### config.mk
export PLATFORM = sky130hd
export DESIGN_NAME = unpoolchan2
export DESIGN_NICKNAME = d
export VERILOG_FILES = /design/src/rtl/unpoolchan2_pkg.sv /design/src/rtl/unpool_row_expand.sv /design/src/rtl/unpoolchan2.sv
export SDC_FILE = /design/constraint.sdc
export NUM_CORES = 1
export LEC_CHECK = 0
export BUFFER_PORTS_ARGS = -buffer_cell sky130_fd_sc_hd__buf_2
export CORE_MARGIN = 5
export CORE_UTILIZATION = 56
export CTS_CLUSTER_SIZE = 8
export DETAILED_ROUTE_END_ITERATION = 6
export GPL_TIMING_DRIVEN = 0
export HOLD_SLACK_MARGIN = 0.03
export PLACE_DENSITY = 0.94
export REMOVE_ABC_BUFFERS = 1
export SYNTH_ARGS = -nofsm -noshare
export SYNTH_HDL_FRONTEND = slang
export SYNTH_HIERARCHICAL = 1
export SYNTH_SLANG_ARGS = --single-unit
### constraint.sdc
create_clock -name clk -period 5.93 [get_ports clk]
set_clock_uncertainty 0.1 [all_clocks]
set_input_delay 0.593 -clock clk [delete_from_list [all_inputs] [get_ports clk]]
set_output_delay 0.593 -clock clk [all_outputs]
set_load 0.05 [all_outputs]
### src/rtl/unpoolchan2_pkg.sv
// Shared definitions for the layer-2 unpool channel: pooled/feature-map geometry,
// map typedefs common with the pool channel, row-index width and FSM state codes.
package unpoolchan2_pkg;

    localparam int POOL2_H   = 4;
    localparam int POOL2_W   = 4;
    localparam int FMAP2_H   = 2 * POOL2_H;
    localparam int FMAP2_W   = 2 * POOL2_W;
    localparam int ROW_IDX_W = $clog2(FMAP2_H);

    // Row-major, MSB-first maps: element 0 is cell (0,0).
    typedef logic [0:POOL2_H*POOL2_W-1]   d_pool2_t;
    typedef logic [0:FMAP2_H*FMAP2_W-1]   d_fmap2_t;
    typedef logic [0:2*POOL2_H*POOL2_W-1] d_sel2_t;
    typedef logic [0:FMAP2_W-1]           d_row2_t;

    localparam logic [1:0] ST_IDLE = 2'd0;
    localparam logic [1:0] ST_EMIT = 2'd1;

endpackage

### src/rtl/unpool_row_expand.sv
// Combinational expansion of one pooled row into one output row.
// UNPOOL_SWITCH_EN selects max-unpool placement; otherwise 2x nearest-neighbour.
module unpool_row_expand
    import unpoolchan2_pkg::*;
#(
    parameter int POOL_W = POOL2_W
) (
    input  logic [0:POOL_W-1]   pool_row,
`ifdef UNPOOL_SWITCH_EN
    input  logic [0:2*POOL_W-1] sel_row,
    input  logic                parity,
`endif
    output logic [0:2*POOL_W-1] out_row
);

    always_comb begin
        out_row = '0;
        for (int c = 0; c < POOL_W; c++) begin
`ifdef UNPOOL_SWITCH_EN
            // sel_row pair per cell is {dy,dx}; the bit lands only on its argmax slot.
            out_row[2*c]   = pool_row[c] & (sel_row[2*c] == parity) & ~sel_row[2*c+1];
            out_row[2*c+1] = pool_row[c] & (sel_row[2*c] == parity) &  sel_row[2*c+1];
`else
            out_row[2*c]   = pool_row[c];
            out_row[2*c+1] = pool_row[c];
`endif
        end
    end

endmodule

### src/rtl/unpoolchan2.sv
// Layer-2 unpool channel: accepts a pooled binary map, streams the 2x upsampled map
// one registered row per beat. Define UNPOOL_SWITCH_EN for argmax-select max-unpool.
module unpoolchan2
    import unpoolchan2_pkg::*;
#(
    parameter int  POOL_H = POOL2_H,
    parameter int  POOL_W = POOL2_W,
    localparam int N      = POOL_H * POOL_W,
    localparam int ROW_W  = 2 * POOL_W,
    localparam int IDX_W  = $clog2(2 * POOL_H)
) (
    input  logic             clk,
    input  logic             rst,
    input  logic             i_pool_valid,
    output logic             o_pool_ready,
    input  logic [0:N-1]     i_pool_in,
`ifdef UNPOOL_SWITCH_EN
    input  logic [0:2*N-1]   i_pool_sel,
`endif
    output logic             o_row_valid,
    input  logic             i_row_ready,
    output logic [0:ROW_W-1] o_row,
    output logic [IDX_W-1:0] o_row_idx,
    output logic             o_row_last
);

    // Handshake: a transfer happens on a rising edge where valid & ready are both
    // high; valid never depends on ready, and the source holds data until it transfers.

    localparam logic [IDX_W-1:0] LAST_IDX = IDX_W'(2 * POOL_H - 1);

    logic [1:0]       state;
    logic [IDX_W-1:0] row_cnt;
    logic [IDX_W-1:0] nxt_cnt;
    logic [0:N-1]     map_q;
    logic [0:ROW_W-1] row_q;
    logic [0:ROW_W-1] exp_row;
    logic [0:POOL_W-1] src_row;
    logic             emitting;
    logic             last_row;
    logic             beat;
    logic             accept;

    assign emitting = (state == ST_EMIT);
    assign last_row = (row_cnt == LAST_IDX);
    assign beat     = emitting & i_row_ready;
    assign nxt_cnt  = row_cnt + IDX_W'(1);

    // Ready in IDLE, and on the final beat so the next frame follows with no bubble.
    assign o_pool_ready = (state == ST_IDLE) | (beat & last_row);
    assign accept       = i_pool_valid & o_pool_ready;

    // The expander always computes the row that will be registered on this edge.
    always_comb begin
        src_row = map_q[int'(nxt_cnt[IDX_W-1:1]) * POOL_W +: POOL_W];
        if (accept) begin
            src_row = i_pool_in[0 +: POOL_W];
        end
    end

`ifdef UNPOOL_SWITCH_EN
    logic [0:2*N-1]   sel_q;
    logic [0:ROW_W-1] src_sel;
    logic             src_parity;

    always_comb begin
        src_sel    = sel_q[int'(nxt_cnt[IDX_W-1:1]) * ROW_W +: ROW_W];
        src_parity = nxt_cnt[0];
        if (accept) begin
            src_sel    = i_pool_sel[0 +: ROW_W];
            src_parity = 1'b0;
        end
    end

    always_ff @(posedge clk) begin
        if (rst) begin
            sel_q <= '0;
        end else if (accept) begin
            sel_q <= i_pool_sel;
        end
    end

    unpool_row_expand #(.POOL_W(POOL_W)) u_expand (
        .pool_row (src_row),
        .sel_row  (src_sel),
        .parity   (src_parity),
        .out_row  (exp_row)
    );
`else
    unpool_row_expand #(.POOL_W(POOL_W)) u_expand (
        .pool_row (src_row),
        .out_row  (exp_row)
    );
`endif

    always_ff @(posedge clk) begin
        if (rst) begin
            state   <= ST_IDLE;
            row_cnt <= '0;
            map_q   <= '0;
            row_q   <= '0;
        end else if (accept) begin
            state   <= ST_EMIT;
            row_cnt <= '0;
            map_q   <= i_pool_in;
            row_q   <= exp_row;
        end else if (beat) begin
            if (last_row) begin
                state   <= ST_IDLE;
                row_cnt <= '0;
                row_q   <= '0;
            end else begin
                row_cnt <= nxt_cnt;
                row_q   <= exp_row;
            end
        end
    end

    assign o_row_valid = emitting;
    assign o_row       = row_q;
    assign o_row_idx   = row_cnt;
    assign o_row_last  = emitting & last_row;

endmodule

==> run_results.csv, run 1 <==
group,metric,value,unit
power_and_ir_drop,p_sw_share,26.9,%
clock_network,clk_pin_slew_worst_paths,0.15,ns
global_route,grt_pass1_wl,4490,um
power_and_ir_drop,power.internal,0.288,mW
power_and_ir_drop,p_switching,0.106,mW
floorplanning,start_util,60.2,%
worst_setup_path,regToRegSetupSlack,3.68,ns
synthesis,ys_types,27,
route,drt_iter0_markers,35,
hold_path,min_to,"o_row[2]",
route,dr.pass1.iters,4,
worst_setup_path,rr_worst_depth,8,
power_and_ir_drop,p_comb_share,16.9,%
timing,fin_crit_sh,48.6,%
synthesis,avgSynthCellArea,8.86,um^2
worst_setup_path,cp.arrival,2.19,ns
power_and_ir_drop,p_seq_share,51.6,%
timing,rsz0062_at_grt,"no",
synthesis,synth_top_family_by_area,"compound AO/OA/AOI/OAI gates",
floorplanning,fp-row-count,17,
placement,gp_congestion,0.741,
clock_network,hold_buffers,0,
hold_path,min_path_type,"reg2reg",
status,status,"finished, final reports clean",
finish,final_cell_mix,"33 x buf_2, 28 x dfxtp_1, 25 x a21oi_1",
clock_network,h-tree-depth,1,
timing,hold_viol,0,
timing,fmax,347,MHz
floorplanning,die_y,59.2,um
finish,postLayoutCoreUtil,64.9,%
timing,maxSlewHeadroom,60.8,%
worst_setup_path,worstPathRequired,5.24,ns
synthesis,syn_inst,153,
synthesis,ys_seq_area_share,41.3,%
hold_path,hold_depth,2,
global_route,antenna_found_initial,0,
timing,setup_viol,0,
floorplanning,ios,34,
clock_network,cts_resized,0,
clock_network,clk_path_buf_depth,2,
hold_path,worstHoldStart,"o_row[2]",
worst_setup_path,cp_max_fo,22,
finish,layout_commonest_cell,"buf_2",
global_route,grt_pass1_vias,1074,
clock_network,cts_root_buf,"clkbuf_4",
global_route,track_usage,16.1,%
route,post-route-drc-count,0,
finish,drive_gt1_share,25.4,%
synthesis,ys_seq_elements,28,
route,via_count,1137,
timing,holdWs,0.365,ns
route,routed_wl,2720,um
worst_setup_path,reg2reg_from,"o_row_idx[0]",
clock_network,cts_num_sinks,28,
worst_setup_path,worstSetupStartpointType,"register",
route,wl_per_cell,13.8,um
synthesis,ys_warn_count,6,
finish,syn_to_final_growth,7.93,%
synthesis,netlist_area,0.00136,mm^2
placement,place.port_buffers,33,
clock_network,cts_tree,"yes",
finish,final_nets,192,
clock_network,clock_latency,0.33,ns
route,vias_per_cell,5.77,
floorplanning,dieArea,0.00351,mm^2
global_route,grt_overflow_total,0,
synthesis,synth_compound_area_share,23.1,%
clock_network,cts_buffers,3,
power_and_ir_drop,clkPwrFrac,31.5,%
worst_setup_path,setup.worst_path.end_class,"primary output",
power_and_ir_drop,p_leak,0.617,nW
power_and_ir_drop,vdd_ir_drop_max,0.150,mV
timing,min_period,2.88,ns
power_and_ir_drop,powerDensity,269,mW/mm^2
synthesis,synthMuxAreaShare,9.13,%
synthesis,synthSimpleGateAreaFrac,13.4,%
worst_setup_path,reg2reg_to,"o_row[3]",
synthesis,yosys.area_share.adder,1.85,%
finish,n_antenna_cell,0,
floorplanning,core,0.00225,mm^2
route,antenna_left,0,
timing,tightest_slew,0.571,ns
clock_network,postCtsSetupBuffers,0,
global_route,grt_max_degree,29,
placement,dp_hpwl,1980,um
run,drv_cap,0,
timing,finalMaxSlewViolations,0,
synthesis,synth-xor-area-share,0,%
floorplanning,die_w,59.2,um
timing,tns,0,ns
worst_setup_path,worst-setup-path-type,"reg2out",
## metal layers
layer / routed length [um] / up-vias / track usage (%)
li1: - / 573 / -
met1: 1170 / 526 / 19.7
met2: 1340 / 36 / 29.2
met3: 189 / 2 / 2.61
met4: 19 / 0 / 3.88
met5: 0 / - / 0
## cells in the mapped netlist
cell type / instances / area share, %
o21ai_1: 5 / 1.8
a21oi_1: 25 / 9.2
dfxtp_1: 28 / 41
and2_1: 1 / 0.46
clkbuf_1: 3 / 0.83
and4b_1: 1 / 0.74
inv_2: 1 / 0.28
buf_1: 1 / 0.28
mux2i_1: 3 / 2.2
a21oi_2: 1 / 0.65
inv_1: 1 / 0.28
o21ai_0: 15 / 5.5
mux4_1: 1 / 1.9
mux4_2: 3 / 5.0
nand2_1: 13 / 3.6
nor2_1: 2 / 0.55
o211ai_1: 8 / 4.4
buf_6: 4 / 3.3
nor2b_1: 1 / 0.46
nor3_1: 3 / 1.1
a21boi_4: 1 / 1.4
buf_2: 3 / 1.1
or2b_1: 1 / 0.55
clkbuf_2: 2 / 0.74
buf_4: 8 / 4.4
ha_1: 2 / 1.8
nand3_1: 16 / 5.9
## per-stage QoR
stage / setup slack, ns / cells / power [mW] / cell area [um^2]
floorplan: 3.62 / 132 / 0.252 / 1210
global placement: 3.53 / 193 / 0.271 / 1410
detailed placement: 3.45 / 193 / 0.275 / 1410
CTS: 3.05 / 197 / 0.397 / 1460
global route: 2.90 / 197 / 0.413 / 1460
finish: 3.05 / 197 / 0.395 / 1460
## final cells by class
type                       instances  area [um^2]
clock inverter                     1         30.0
inverter                           2         7.51
fill                             211          791
sequential                        28          561
clock buffer                       3         22.5
tap                               28         35.0
timing repair buffer              33          165
multi-input combinational        102          643
## flip-flops by register name, indices dropped and copies added, names as in the netlist
signal,flops
o_row,8
o_row_idx,3
state,1
map_q,16
## worst max-delay path, stage by stage (launching register included)
cell and delay, ns:
dfxtp_1 0.37, ha_1 0.21, ha_1 0.26, a21boi_4 0.46, inv_2 0.26, buf_2 0.28
## power by group through the flow
stage               clock network, mW  registers, mW  logic, mW
detailed placement                  0          0.208     0.0669
global placement                    0          0.207     0.0643
finish                          0.124          0.204     0.0667
global route                    0.135          0.205     0.0728
CTS                             0.126          0.204     0.0670
floorplan                           0          0.221     0.0304
## how the worst max path moves through the flow
stage	cells past startpoint	slack, ns	end	startpoint
finish	5	3.05	o_pool_ready	o_row_idx[0]
global route	5	2.90	o_pool_ready	o_row_idx[0]
CTS	5	3.05	o_pool_ready	o_row_idx[0]
detailed placement	5	3.45	o_pool_ready	o_row_idx[0]
global placement	5	3.53	o_pool_ready	o_row_idx[0]
floorplan	4	3.62	o_pool_ready	o_row_idx[0]
## logic make-up (layout without fill, tap and decap cells)
group / Yosys count / after routing
muxes: 7 / 7
adders and majority gates: 2 / 2
and+or+nand+nor: 38 / 38
AOI/OAI and AO/OA: 55 / 55
buffers and inverters: 23 / 39
DFF: 28 / 28
Note: power is estimated with default switching activity, not from simulation.
==> inputs of run 2 (changes only) <==
- CORE_UTILIZATION: 56 -> 47
- PLACE_DENSITY: 0.94 -> 0.86
- clock period: 5.93 -> 2.45 ns (I/O delays scaled with it)
==> run 2 against run 1 <==
  * Register-to-register slack worse by 3.3 ns
  * Utilization down 12 points
  * Routed wire length up 0.26%
  * Clock power up 79%
  * Critical path depth unchanged
  * Largest cell class unchanged
==> run_results.csv, run 2 (same netlist as run 1, synthesis figures left out) <==
group,metric,value,unit
worst_setup_path,rr_worst_depth,7,
timing,rsz0062_at_grt,"no",
global_route,grt_pass1_vias,1036,
placement,gp_congestion,0.732,
floorplanning,dieArea,0.00406,mm^2
clock_network,hold_buffers,0,
route,antenna_left,0,
worst_setup_path,crit_chain,"ha_1 > ha_1 > a21boi_4 > inv_2 > buf_2",
run,drv_cap,0,
finish,drive_gt1_share,25.9,%
clock_network,clk_pin_slew_worst_paths,0.15,ns
worst_setup_path,reg2reg_from,"o_row_idx[0]",
timing,holdWs,0.0503,ns
power_and_ir_drop,p_switching,0.254,mW
worst_setup_path,worst-setup-path-type,"reg2out",
finish,n_antenna_cell,0,
floorplanning,start_util,49.2,%
clock_network,cts_root_buf,"clkbuf_4",
route,via_count,1142,
clock_network,cts_num_sinks,28,
floorplanning,die_w,63.7,um
global_route,antenna_found_initial,0,
finish,largest_reg_flops,16,
timing,min_period,2.33,ns
floorplanning,fp-row-count,19,
global_route,grt_pass1_wl,4450,um
timing,setup_viol,0,
worst_setup_path,reg2reg_to,"o_row[0]",
global_route,track_usage,13.2,%
worst_setup_path,regToRegSetupSlack,0.36,ns
worst_setup_path,cp_max_fo,18,
floorplanning,ios,34,
placement,place_ws,0.264,ns
worst_setup_path,cp.arrival,1.99,ns
power_and_ir_drop,p_seq_share,56.2,%
timing,tightest_slew,0.625,ns
route,routed_wl,2720,um
route,post-route-drc-count,0,
worst_setup_path,path_buf_inv,2,
timing,finalMaxSlewViolations,0,
floorplanning,die_y,63.7,um
status,status,"finished, final reports clean",
global_route,grt_overflow_total,0,
timing,fin_ws,0.118,ns
worst_setup_path,cp_top_family,"adder cells",
clock_network,cts_tree,"yes",
worst_setup_path,worstSetupStartpointType,"register",
floorplanning,core,0.00276,mm^2
clock_network,h-tree-depth,1,
worst_setup_path,worst_path_most_repeated_cell,"ha_1",
power_and_ir_drop,power.internal,0.624,mW
timing,tns,0,ns
worst_setup_path,critPathSlowestCell,"dfxtp_1",
hold_path,min_path_type,"in2reg",
finish,finalInstanceArea,0.00146,mm^2
power_and_ir_drop,p_sw_share,28.9,%
timing,fin_crit_sh,95.2,%
finish,layout_commonest_cell,"buf_2",
clock_network,clock_latency,0.32,ns
timing,fmax,429,MHz
worst_setup_path,setup.worst_path.end_class,"primary output",
timing,maxSlewHeadroom,57.1,%
power_and_ir_drop,powerDensity,600,mW/mm^2
timing,hold_viol,0,
global_route,grt_max_degree,29,
route,wl_per_cell,13.6,um
power_and_ir_drop,clkPwrFrac,25.2,%
power_and_ir_drop,p_leak,0.613,nW
clock_network,clk_path_buf_depth,2,
finish,top_register,"map_q",
clock_network,cts_buffers,3,
hold_path,worstHoldStart,"i_pool_in[9]",
placement,place_area,0.00142,mm^2
finish,final_nets,193,
worst_setup_path,worstPathRequired,2.11,ns
placement,place.port_buffers,33,
finish,final_cell_mix,"33 x buf_2, 28 x dfxtp_1, 25 x a21oi_1",
hold_path,min_to,"map_q[9]",
power_and_ir_drop,p_comb_share,18.6,%
hold_path,hold_depth,3,
finish,syn_to_final_growth,7.84,%
route,dr.pass1.iters,4,
route,drt_iter0_markers,31,
placement,dp_hpwl,1900,um
worst_setup_path,max_stage_delay,0.37,ns
route,vias_per_cell,5.68,
power_and_ir_drop,vdd_ir_drop_max,0.478,mV
==> run 2: what timing repair did <==
action	4_1_cts	5_1_grt
setup buffers	0	0
resized for setup	0	0
endpoints found under the setup margin	1	0
==> run 2: metrics by stage <==
stage	power, mW	util, %	cells
global route	0.914	53.0	201
CTS	0.884	53.0	201
finish	0.878	53.0	201
detailed placement	0.665	51.3	196
global placement	0.661	51.3	196
floorplan	0.609	-	132
==> run 2: power by group through the flow <==
stage	combinational, mW	clock, mW	sequential [mW]
after floorplan	0.0735	0	0.535
after global placement	0.159	0	0.502
after detailed placement	0.162	0	0.503
after CTS	0.164	0.226	0.493
after global routing	0.179	0.238	0.496
final	0.163	0.222	0.493
==> run 2: how the worst max path moves through the flow <==
| stage | from | to | slack [ns] | depth (start not counted) |
|---|---|---|---|---|
| 2_1_floorplan | o_row_idx[0] | o_row[0] | 0.22 | 8 |
| 3_3_place_gp | o_row_idx[0] | o_row[2] | 0.29 | 8 |
| 3_5_place_dp | o_row_idx[0] | o_row[4] | 0.26 | 8 |
| 4_1_cts | o_row_idx[0] | o_pool_ready | 0.12 | 5 |
| 5_1_grt | o_row_idx[0] | o_pool_ready | 0.03 | 5 |
| 6_report | o_row_idx[0] | o_pool_ready | 0.12 | 5 |
==> run 2: layout make-up <==
| type | count | area, um^2 |
|---|---|---|
| Sequential cell | 28 | 561 |
| Multi-Input combinational cell | 103 | 654 |
| Timing Repair Buffer | 33 | 165 |
| Inverter | 2 | 7.51 |
| Tap cell | 31 | 38.8 |
| Fill cell | 277 | 1290 |
| Clock buffer | 4 | 36.3 |
==> run 2: layer usage <==
metal | GRT usage (%) | vias to the layer above | share of wire [%]
met5 | 0 | - | 0
met4 | 2.60 | 0 | 0.48
met3 | 3.55 | 2 | 8.0
met2 | 23.4 | 45 | 49
met1 | 15.9 | 516 | 43
li1 | - | 579 | -
==> run 2: worst reg2reg max path, stage by stage, from the launching register on <==
cell      delay (ns)
dfxtp_1         0.37
ha_1            0.21
ha_1            0.42
mux4_2          0.52
o21ai_0         0.08
nand2_1         0.10
o211ai_1        0.09
a21oi_1         0.08
==> inputs of run 3 (changes only) <==
- SETUP_SLACK_MARGIN: unset -> 0.15
==> run 3 against run 2 <==
  * Cell count increased by 0.50%
  * Sequential share of layout area shrank 0.32 points
  * Largest power group unchanged
  * Utilization is 0.45 points higher
  * Register-to-register slack improved by 0.03 ns
  * Clock power barely moved
  * Critical path type unchanged
  * Routed wire length rose by 1.0%
  * Highest routed layer unchanged
==> run_results.csv, run 3 (same netlist as run 1, synthesis figures left out) <==
group,metric,value,unit
status,status,"finished, final reports clean",
global_route,met1_usage,16.1,%
finish,layout_commonest_cell,"buf_2",
timing,tightest_slew,0.616,ns
worst_setup_path,cp_max_fo,18,
global_route,grt_use_met3,3.37,%
clock_network,clk_path_buf_depth,2,
clock_network,cts_buffers,3,
timing,hold_viol,0,
run,drv_cap,0,
timing,fin_ws,0.312,ns
clock_network,cts_tree,"yes",
timing,rsz0062_at_grt,"no",
finish,drive_gt1_share,26.9,%
worst_setup_path,cp.arrival,1.79,ns
clock_network,cts_root_buf,"clkbuf_4",
global_route,antenna_found_initial,0,
timing,fin_crit_sh,87.3,%
timing,min_period,2.14,ns
route,vias_per_cell,5.62,
timing,maxSlewHeadroom,57.8,%
timing,finalMaxSlewViolations,0,
route,wl_per_cell,13.6,um
global_route,track_usage,13.2,%
route,antenna_left,0,
global_route,grt_overflow_total,0,
power_and_ir_drop,vdd_ir_drop_max,0.482,mV
global_route,grt_max_degree,29,
worst_setup_path,reg2reg_from,"o_row_idx[0]",
global_route,grtUsageMet2,23.5,%
route,dr.pass1.iters,4,
floorplanning,dieArea,0.00406,mm^2
finish,finalInstanceArea,0.00148,mm^2
floorplanning,fp-row-count,19,
clock_network,h-tree-depth,1,
route,post-route-drc-count,0,
hold_path,min_path_type,"in2reg",
worst_setup_path,worstPathRequired,2.11,ns
finish,multiInputGateArea,657,um^2
finish,syn_to_final_growth,8.76,%
clock_network,hold_buffers,0,
finish,largest_reg_flops,16,
global_route,grt_pass1_wl,4490,um
finish,top_register,"map_q",
floorplanning,ios,34,
floorplanning,core,0.00276,mm^2
route,routed_wl,2750,um
finish,final_nets,194,
placement,place_ws,0.264,ns
floorplanning,die_w,63.7,um
hold_path,worstHoldStart,"i_pool_in[9]",
global_route,grt_pass1_vias,1042,
finish,final_cell_mix,"32 x buf_2, 28 x dfxtp_1, 25 x a21oi_1",
placement,place.port_buffers,33,
finish,seq_area,561,um^2
clock_network,cts_num_sinks,28,
placement,dp_hpwl,1900,um
timing,tns,0,ns
worst_setup_path,worstSetupStartpointType,"register",
finish,n_antenna_cell,0,
placement,gp_congestion,0.732,
power_and_ir_drop,powerDensity,597,mW/mm^2
floorplanning,start_util,49.2,%
route,via_count,1136,
worst_setup_path,critPathLaunch,"o_row_idx[0]",
clock_network,clock_latency,0.32,ns
timing,setup_viol,0,
worst_setup_path,worst-setup-path-type,"reg2out",
worst_setup_path,setup.worst_path.end_class,"primary output",
timing,fmax,468,MHz
finish,n_fill_cell,274,
route,drt_iter0_markers,18,
floorplanning,die_y,63.7,um
placement,place_area,0.00142,mm^2
power_and_ir_drop,p_leak,0.616,nW
clock_network,clk_pin_slew_worst_paths,0.15,ns
global_route,top_usage_layer,"met2",
timing,holdWs,0.0549,ns
[run 3: changes by cell type in the layout (fill, tap and decap cells not counted)]
| cell | before | now |
|---|---|---|
| buf_2 | 33 | 32 |
| ha_1 | 2 | 1 |
| clkbuf_4 | 3 | 4 |
| ha_2 | 0 | 1 |
| buf_4 | 0 | 1 |
[run 3: final cells by class]
class | count | share of cell area (%)
multi-input combinational | 103 | 44.5
tap | 31 | 2.63
timing repair buffer | 34 | 11.9
inverter | 2 | 0.509
clock buffer | 4 | 2.46
sequential | 28 | 38.0
[run 3: final timing paths]
check	slack (ns)	cells past startpoint	endpoint
worst max-delay path	0.31	5	o_pool_ready
worst min-delay path	0.05	3	map_q[9]
worst max register to register	0.39	7	o_row[0]
worst min register to register	0.36	2	o_row[5]
[run 3: power breakdown]
part,total [mW],switching (mW),internal (mW)
combinational,0.166,0.111,0.0550
clock,0.221,0.131,0.0908
sequential,0.493,0.0127,0.480
[run 3: worst max-delay path, stage by stage (launching register included)]
cell      delay, ns
dfxtp_1        0.41
ha_1           0.17
ha_2           0.27
a21boi_4       0.08
inv_2          0.24
clkbuf_4       0.30
[run 3: metrics by stage]
step | cells | power (mW) | utilization, %
6_report | 202 | 0.880 | 53.5
5_1_grt | 202 | 0.916 | 53.5
4_1_cts | 202 | 0.885 | 53.3
3_5_place_dp | 196 | 0.665 | 51.3
3_3_place_gp | 196 | 0.661 | 51.3
2_1_floorplan | 132 | 0.609 | -
[run 3: repair_timing]
item | in CTS | in global routing
resized for setup | 0 | 2
endpoints found under the setup margin | 1 | 1
setup buffers | 1 | 0
gates cloned | 1 | 0
pin swaps | 1 | 0
[run 3: routing by layer]
| layer | wire length [um] | share of wire [%] | vias to the layer above |
|---|---|---|---|
| met5 | 0 | 0 | - |
| met4 | 13 | 0.47 | 0 |
| met3 | 215 | 7.8 | 2 |
| met2 | 1320 | 48 | 44 |
| met1 | 1200 | 44 | 510 |
| li1 | - | - | 580 |
